`config.mk`:
```
export PLATFORM = sky130hd
export DESIGN_NAME = maint_req_gen
export DESIGN_NICKNAME = d
export VERILOG_FILES = /design/src/rtl/maint_pkg.sv /design/src/rtl/maint_interval_timer.sv /design/src/rtl/maint_req_gen.sv
export SDC_FILE = /design/constraint.sdc
export NUM_CORES = 1
export LEC_CHECK = 0
export ABC_AREA = 1
export BUFFER_PORTS_ARGS = -buffer_cell sky130_fd_sc_hd__buf_2
export CORE_AREA = 2 2 102 104
export DETAILED_ROUTE_END_ITERATION = 8
export DIE_AREA = 0 0 104 106
export PLACE_DENSITY = 0.93
export SYNTH_ARGS = -nofsm -noshare
export SYNTH_HDL_FRONTEND = slang
export SYNTH_SLANG_ARGS = --single-unit
```
`constraint.sdc`:
```
create_clock -name clk -period 7 [get_ports clk]
set_input_delay 1.4 -clock clk [delete_from_list [all_inputs] [get_ports clk]]
set_output_delay 1.4 -clock clk [all_outputs]
set_load 0.02 [all_outputs]
```
`src/rtl/maint_pkg.sv`:
```
`default_nettype none
// ============================================================================
//  Module      : maint_pkg
//  Description : Shared widths, limits and default intervals for the
//                maintenance request path.
//  Revision    : 1.0 - initial release
// ============================================================================
package maint_pkg;

    localparam int TIMER_WIDTH  = 28;
    localparam int MAX_PEND_REF = 8;
    localparam int PEND_WIDTH   = 4;

    localparam longint unsigned CLK_FREQ_MHZ = 400;
    localparam longint unsigned DEF_TREFI_NS = 7_800;
    localparam longint unsigned DEF_TZQI_NS  = 128_000_000;
    localparam longint unsigned DEF_TPRD_NS  = 1_000_000;

    // Rounds up so a derived interval never undershoots the DRAM requirement.
    function automatic logic [TIMER_WIDTH-1:0] ns_to_cycles(input longint unsigned ns);
        longint unsigned cyc;
        cyc = (ns * CLK_FREQ_MHZ + 64'd999) / 64'd1000;
        return cyc[TIMER_WIDTH-1:0];
    endfunction

    localparam logic [TIMER_WIDTH-1:0] DEF_TREFI = ns_to_cycles(DEF_TREFI_NS);
    localparam logic [TIMER_WIDTH-1:0] DEF_TZQI  = ns_to_cycles(DEF_TZQI_NS);
    localparam logic [TIMER_WIDTH-1:0] DEF_TPRD  = ns_to_cycles(DEF_TPRD_NS);

    typedef enum logic [1:0] {
        REF_HOLD = 2'd0,
        REF_INC  = 2'd1,
        REF_DEC  = 2'd2,
        REF_CLR  = 2'd3
    } ref_op_e;

endpackage
`default_nettype wire

```
`src/rtl/maint_interval_timer.sv`:
```
`default_nettype none
// ============================================================================
//  Module      : maint_interval_timer
//  Description : Programmable down-counter issuing one tick every interval_i
//                cycles while enabled with a nonzero interval.
//  Revision    : 1.0 - initial release
// ============================================================================
module maint_interval_timer #(
    parameter int TIMER_WIDTH = maint_pkg::TIMER_WIDTH
) (
    input  logic                   clk,
    input  logic                   rst,
    input  logic                   en_i,
    input  logic [TIMER_WIDTH-1:0] interval_i,
    output logic                   tick_o
);

    logic [TIMER_WIDTH-1:0] cnt_q;
    logic [TIMER_WIDTH-1:0] cnt_d;
    logic                   w_run;

    assign w_run = en_i && (interval_i != '0);

    always_comb begin
        cnt_d  = cnt_q - TIMER_WIDTH'(1);
        tick_o = 1'b0;
        if (!w_run) begin
            cnt_d = interval_i;
        end else if (cnt_q == TIMER_WIDTH'(1)) begin
            tick_o = 1'b1;
            cnt_d  = interval_i;
        end else if (cnt_q == '0) begin
            // Left over from a zero interval: restart cleanly instead of wrapping.
            cnt_d = interval_i;
        end
    end

    always_ff @(posedge clk) begin
        if (rst) begin
            cnt_q <= interval_i;
        end else begin
            cnt_q <= cnt_d;
        end
    end

endmodule
`default_nettype wire

```
`src/rtl/maint_req_gen.sv`:
```
`default_nettype none
// ============================================================================
//  Module      : maint_req_gen
//  Description : Periodic auto-refresh, ZQ-short and dummy-read request
//                generator feeding maint_handler.
//  Revision    : 1.0 - initial release
// ============================================================================
module maint_req_gen #(
    parameter int TIMER_WIDTH  = maint_pkg::TIMER_WIDTH,
    parameter int MAX_PEND_REF = maint_pkg::MAX_PEND_REF,
    parameter int PEND_WIDTH   = maint_pkg::PEND_WIDTH
) (
    input  logic                   clk,
    input  logic                   rst,
    input  logic                   autoref_en_i,
    input  logic [TIMER_WIDTH-1:0] autoref_interval_i,
    input  logic                   zq_en_i,
    input  logic [TIMER_WIDTH-1:0] zq_interval_i,
    input  logic                   pr_rd_en_i,
    input  logic [TIMER_WIDTH-1:0] pr_rd_interval_i,
    input  logic                   autoref_ack_i,
    input  logic                   zq_ack_i,
    input  logic                   pr_rd_ack_i,
    output logic                   autoref_req_o,
    output logic                   zq_req_o,
    output logic                   pr_rd_req_o,
    output logic [PEND_WIDTH-1:0]  autoref_pending_o,
    output logic                   autoref_urgent_o,
    output logic                   autoref_overflow_o
);

    import maint_pkg::*;

    localparam logic [PEND_WIDTH-1:0] C_PEND_FULL = PEND_WIDTH'(MAX_PEND_REF);

    logic w_ref_tick;
    logic w_zq_tick;
    logic w_pr_tick;

    maint_interval_timer #(.TIMER_WIDTH(TIMER_WIDTH)) u_ref_timer (
        .clk        (clk),
        .rst        (rst),
        .en_i       (autoref_en_i),
        .interval_i (autoref_interval_i),
        .tick_o     (w_ref_tick)
    );

    maint_interval_timer #(.TIMER_WIDTH(TIMER_WIDTH)) u_zq_timer (
        .clk        (clk),
        .rst        (rst),
        .en_i       (zq_en_i),
        .interval_i (zq_interval_i),
        .tick_o     (w_zq_tick)
    );

    maint_interval_timer #(.TIMER_WIDTH(TIMER_WIDTH)) u_pr_timer (
        .clk        (clk),
        .rst        (rst),
        .en_i       (pr_rd_en_i),
        .interval_i (pr_rd_interval_i),
        .tick_o     (w_pr_tick)
    );

    ref_op_e               w_ref_op;
    logic [PEND_WIDTH-1:0] pend_q,   pend_d;
    logic                  ovf_q,    ovf_d;
    logic                  ref_req_q;
    logic                  urgent_q;
    logic                  zq_q,     zq_d;
    logic                  pr_q,     pr_d;

    // A coincident tick and ack cancel, so overflow can only come from a lone tick.
    always_comb begin
        w_ref_op = REF_HOLD;
        ovf_d    = ovf_q;
        if (!autoref_en_i) begin
            w_ref_op = REF_CLR;
        end else if (w_ref_tick && !autoref_ack_i) begin
            if (pend_q == C_PEND_FULL) begin
                ovf_d = 1'b1;
            end else begin
                w_ref_op = REF_INC;
            end
        end else if (!w_ref_tick && autoref_ack_i && (pend_q != '0)) begin
            w_ref_op = REF_DEC;
        end
    end

    always_comb begin
        pend_d = pend_q;
        case (w_ref_op)
            REF_INC:  pend_d = pend_q + PEND_WIDTH'(1);
            REF_DEC:  pend_d = pend_q - PEND_WIDTH'(1);
            REF_CLR:  pend_d = '0;
            default:  pend_d = pend_q;
        endcase
    end

    // A fresh tick outranks an ack landing in the same cycle.
    always_comb begin
        zq_d = zq_en_i && (w_zq_tick || (zq_q && !zq_ack_i));
        pr_d = pr_rd_en_i && (w_pr_tick || (pr_q && !pr_rd_ack_i));
    end

    always_ff @(posedge clk) begin
        if (rst) begin
            pend_q    <= '0;
            ovf_q     <= 1'b0;
            ref_req_q <= 1'b0;
            urgent_q  <= 1'b0;
            zq_q      <= 1'b0;
            pr_q      <= 1'b0;
        end else begin
            pend_q    <= pend_d;
            ovf_q     <= ovf_d;
            ref_req_q <= (pend_d != '0);
            urgent_q  <= (pend_d == C_PEND_FULL);
            zq_q      <= zq_d;
            pr_q      <= pr_d;
        end
    end

    assign autoref_req_o      = ref_req_q;
    assign autoref_pending_o  = pend_q;
    assign autoref_urgent_o   = urgent_q;
    assign autoref_overflow_o = ovf_q;
    assign zq_req_o           = zq_q;
    assign pr_rd_req_o        = pr_q;

endmodule
`default_nettype wire
```
-- After elaboration in Yosys (flattened, before gate mapping)
Cells that the tools add are included.
- bits in registers: 93
- input bits: 92
- word-level logic and storage cells: 70
- add/sub/neg operators: 5
- equality and inequality tests: 8
- mux-type cells: 23
- reduce and logical (&&, ||, !) cells: 25
- operators with widths (operator ; count):
    $mux 28 ; 12
    $eq 28x1->1 const B ; 3
    $logic_not 28->1 ; 3
    $reduce_bool 28->1 ; 3
    $sub 28x1->28 const B ; 3
    $pmux 4 s3 ; 1
    $logic_and 1x1->1 ; 10
    $eq 4x4->1 const B ; 2
    $reduce_bool 4->1 ; 2
    $mux 1 ; 7
    $mux 2 ; 3
    $add 4x1->4 const B ; 1
    $eq 2x2->1 const B ; 2
    $logic_not 1->1 ; 4
    $sub 4x1->4 const B ; 1
    $reduce_and 3->1 ; 1
    $eq 2x1->1 const B ; 1
    $logic_or 1x1->1 ; 2

-- Longest topological paths before layout
- word-level depth: 12
- mapped depth: 19

-- By module
A second synthesis with hierarchy kept.
- cells, all modules: 1072
- area total of the unflattened synthesis: 6712.7 µm²
- by module, submodules not included (module ; times used ; cells an instance ; area each (µm²) ; sequential area each (µm²)):
    maint_interval_timer (u_pr_timer) ; 1 ; 350 ; 2124.5 ; 560.5
    maint_interval_timer (u_zq_timer) ; 1 ; 318 ; 2050.7 ; 560.5
    maint_interval_timer (u_ref_timer) ; 1 ; 324 ; 2009.4 ; 560.5
    maint_req_gen ; 1 ; 80 ; 528.0 ; 180.2

-- Worst setup path after synthesis
Ideal clock, no wire load.
- path kind: in2reg
- start point: input port autoref_interval_i[27]
- end point: register ref_req_q (netlist: autoref_req_o)
- library setup time: 0.114 ns
- data arrival time: 3.338 ns
- required time: 6.886 ns
- slack: 3.548 ns
- stages: 17
- buffers on the path: 0
- cell sequence: nor2_1 and2_0 nand2_1 nor2_1 nor2_1 nand3_1 o21ai_0 inv_1 ha_1 fa_1 o21ai_0 a21oi_1 a21o_1 inv_1 nand3_1 nand2_1 nand2_1
- cells in the longest elaborated chain, start to end: 12
- elaborated cells on any way between the ends: 15
- those cells by class: eq/ne (3); mux (5); reduce/logical (7)
- RTL lines (item ; line ; RTL):
    start: declaration ; maint_req_gen.sv:16 ; input logic [TIMER_WIDTH-1:0] autoref_interval_i,
    $reduce_bool 28->1 (*) ; maint_interval_timer.sv:22 ; assign w_run = en_i && (interval_i != '0);
    $logic_and 1x1->1 (*) ; maint_interval_timer.sv:22 ;
    $mux 1 (*) ; maint_interval_timer.sv:27 ; if (!w_run) begin
    $logic_not 1->1 ; maint_req_gen.sv:84 ; end else if (!w_ref_tick && autoref_ack_i && (pend_q != '0)) begin
    $logic_and 1x1->1 (2 in a row) ; maint_req_gen.sv:84 ;
    $mux 2 ; maint_req_gen.sv:84 ;
    $mux 2 (*) ; maint_req_gen.sv:78 ; end else if (w_ref_tick && !autoref_ack_i) begin
    $mux 2 (*) ; maint_req_gen.sv:76 ; if (!autoref_en_i) begin
    $eq 2x2->1 or $eq 2x1->1 (tied branches) ; maint_req_gen.sv:91 ; case (w_ref_op)
    $pmux 4 s3 (*) ; maint_req_gen.sv:91 ;
    $reduce_bool 4->1 (*) ; maint_req_gen.sv:116 ; ref_req_q <= (pend_d != '0);
    end signal: assignment ; maint_req_gen.sv:116 ;
    end: declaration ; maint_req_gen.sv:67 ; logic ref_req_q;
Every way passes the cells marked *; elsewhere a longest branch is shown, timed or not.
A chain may end at the register's enable or synchronous reset.

-- Final worst setup path
- start point: input port autoref_interval_i[24]
- end point: register ref_req_q (netlist: autoref_req_o)
The elaborated chain is that of the path after synthesis.

==> results.json <==
{
  "ys_ff_latch": 93,
  "numCtsBuffers": 9,
  "vias": 5944,
  "comb_power_share_pct": 19.9,
  "root_buffer": "clkbuf_8",
  "required_ps": 7250,
  "syn_area_um2": 5986,
  "r2r-start": "u_ref_timer.cnt_q[6]",
  "grt_pass1_vias": 5645,
  "first_pass_iters": 5,
  "grt_usage_pct": 26.13,
  "cp-end-kind": "register",
  "avgViaCountPerCell": 5.067,
  "ys_types": 41,
  "rsz0062_at_grt": "false",
  "synth_cells": 939,
  "fill_cells": 879,
  "multi_input_area_um2": 3605,
  "drt_iter0_markers": 290,
  "switching_share_pct": 29.29,
  "chipHeight_um": 106,
  "postCtsHoldBufs": 0,
  "postCtsSetupBuffers": 0,
  "cts_resized": 0,
  "clock_latency_ps": 360,
  "port_buffers": 100,
  "r2r_end": "autoref_req_o",
  "grt_start_max_net_pins": 44,
  "fmax_mhz": 290.2,
  "startpoint": "autoref_interval_i[24]",
  "final_antenna_net_count": 0,
  "route.detailed.wl_per_inst_um": 11.80,
  "worst-setup-path-type": "in2reg",
  "dpl_cell_area_um2": 6500,
  "slew_viol_final": 0,
  "tns_ps": 0,
  "antenna_cells": 0,
  "drc": 0,
  "setup_violations": 0,
  "stdcell_area_um2": 6740,
  "avgSynthCellArea_um2": 6.375,
  "synth-edff-count": 0,
  "finalCritPeriodShare_pct": 49.23,
  "hpwl_mm": 10.47,
  "finClkSkew_ps": 10.90,
  "internal_power_mw": 0.9305,
  "fin_crit_ps": 3446,
  "die_x_um": 104,
  "grt_pass1_wl_mm": 24.13,
  "die-area_um2": 11020,
  "hold_start": "pr_rd_req_o",
  "path_clk_slew_ps": 80,
  "status": "complete, no violations",
  "std_cell_rows": 37,
  "place.gp.congestion": 0.9060,
  "cellLeakagePower_nw": 3.262,
  "switching_power_mw": 0.3854,
  "wirelength_mm": 13.84,
  "hold_viol_final": 0,
  "antenna_found_initial": 0,
  "slew_headroom_pct": 28.63,
  "power_density_nw_per_um2": 195.2,
  "fin_nets": 1138,
  "ys_seq_area_share_pct": 31.10,
  "total_power_mw": 1.316,
  "clkPwrFrac_pct": 32.6,
  "area.sequential_um2": 1862,
  "drive_gt1_share_pct": 14.75,
  "vdd_drop_max_mv": 0.1071,
  "cp_data_arrival_time_ps": 3700,
  "hp-class": "reg2reg",
  "io_pins": 101,
  "reg2reg_setup_slack_ps": 4170,
  "min_to": "pr_rd_req_o",
  "worstMarginPinSlew_ps": 1071,
  "core_um2": 10000,
  "cts_tree": "yes",
  "cts_buffer_depth": 2,
  "synth_ff_type": "dfxtp_1",
  "synth_top_area_share_pct": 31.10,
  "yosysTopAreaCell": "dfxtp_1",
  "cap_violations": 0,
  "r2r_cells": 17,
  "synth_warnings": 0,
  "clock-sinks": 93,
  "postLayoutCoreUtil_pct": 67.40,
  "grt_overflow": 0,
  "holdPathStages": 2,
  "start_util_pct": 59.86,
  "synthArstFlopShare_pct": 0,
  "worstPathMaxFanout": 4,
  "cts_max_level": 3,
  "area_growth_pct": 12.60,
  "synth_top_cells_by_area": "dfxtp_1, nand2_1, nor2_1",
  "syn_nets": 1045,
  "startpoint_type": "input port",
  "seqPwrFrac_pct": 47.5
}
[synthesized netlist by cell type, types with 2 or more instances]
cell	instances
xnor2_1	39
o21ai_1	8
nor2_2	12
buf_6	6
nor3_1	5
inv_1	94
nand2_2	4
nand3_1	62
dfxtp_1	93
nand4_1	14
o21ai_0	30
xor2_1	30
o31ai_1	2
nand2_1	286
buf_4	4
ha_1	13
nor2_4	3
a21oi_1	6
nor2_1	187
buf_8	2
buf_2	4
nand3b_1	2
nand3_2	3
and2_1	2
o21ai_2	12
[metrics by stage]
| stage | cells | hold WS [ps] | setup slack [ps] |
|---|---|---|---|
| after floorplan | 939 | 440.6 | 3548 |
| after global placement | 1157 | 448.2 | 3299 |
| after detailed placement | 1157 | 465.4 | 3215 |
| after CTS | 1173 | 477.1 | 3589 |
| after global routing | 1173 | 491.1 | 3310 |
| final | 1173 | 467.1 | 3554 |
[power groups by stage]
stage | Sequential (mW) | Clock, mW | Combinational, mW
final | 0.625 | 0.428 | 0.263
after global routing | 0.632 | 0.458 | 0.303
after CTS | 0.624 | 0.433 | 0.262
after detailed placement | 0.635 | 0 | 0.259
after global placement | 0.635 | 0 | 0.251
after floorplan | 0.632 | 0 | 0.187
[flip-flops by register name, indices dropped and copies added, names as in the netlist]
register,count
zq_req_o,1
autoref_urgent_o,1
autoref_req_o,1
u_zq_timer.cnt_q,28
pr_rd_req_o,1
autoref_overflow_o,1
u_pr_timer.cnt_q,28
u_ref_timer.cnt_q,28
autoref_pending_o,4
[kinds of logic after synthesis]
logic type	count (synthesis)	synth area share, %
AO/OA/AOI/OAI	64	6.543
XOR/XNOR	69	10.10
adder cells (fa/ha/maj)	14	3.052
buffers and inverters	114	8.675
flip-flops	93	31.10
AND/OR/NAND/NOR	585	40.53
[cell type report]
cell class              count  area share (%)
well taps                 136           2.525
repair buffers            100           7.425
clock buffers              12           2.153
inverters                  96           5.383
clock inverters             4           1.411
flip-flops and latches     93           27.62
multi-input cells         732           53.48
[worst max-delay path, stage by stage]
cell and delay [ps]:
buf_2 120, nor2_1 40, and2_0 120, nand2_1 110, nor2_1 60, nor2_1 220
nand3_1 100, o21ai_0 160, inv_1 80, ha_1 250, fa_1 400, o21ai_0 160
a21oi_1 60, a21o_1 150, inv_1 70, nand3_1 80, nand2_1 70, nand2_1 50
[worst max-delay path by stage]
stage                    endpoint  slack [ps]
finish              autoref_req_o        3550
floorplan           autoref_req_o        3550
global route        autoref_req_o        3310
global placement    autoref_req_o        3300
CTS                 autoref_req_o        3590
detailed placement  autoref_req_o        3210
[layout by cell type (no fill, tap or decap), types with 4 or more instances in the layout]
cell      synthesis  routed
ha_1             13      13
nand2_2           4       4
nand2_1         286     286
xnor2_1          39      39
o21ai_2          12      12
nor3_1            5       5
nor2_1          187     187
xor2_1           30      30
nand4_1          14      14
clkbuf_8          0      10
buf_2             4     100
a21oi_1           6       6
dfxtp_1          93      93
o21ai_1           8       8
inv_1            94      94
nor2_2           12      12
o21ai_0          30      30
nand3_1          62      62
[routing by layer]
metal | vias up | track usage, % | share of wire (%)
met5 | - | 0 | 0
met3 | 33 | 4.721 | 6.4
li1 | 3101 | - | -
met2 | 207 | 47.42 | 48
met1 | 2603 | 31.89 | 43
met4 | 0 | 6.853 | 2.1
Power figures use the tool's default switching activity.
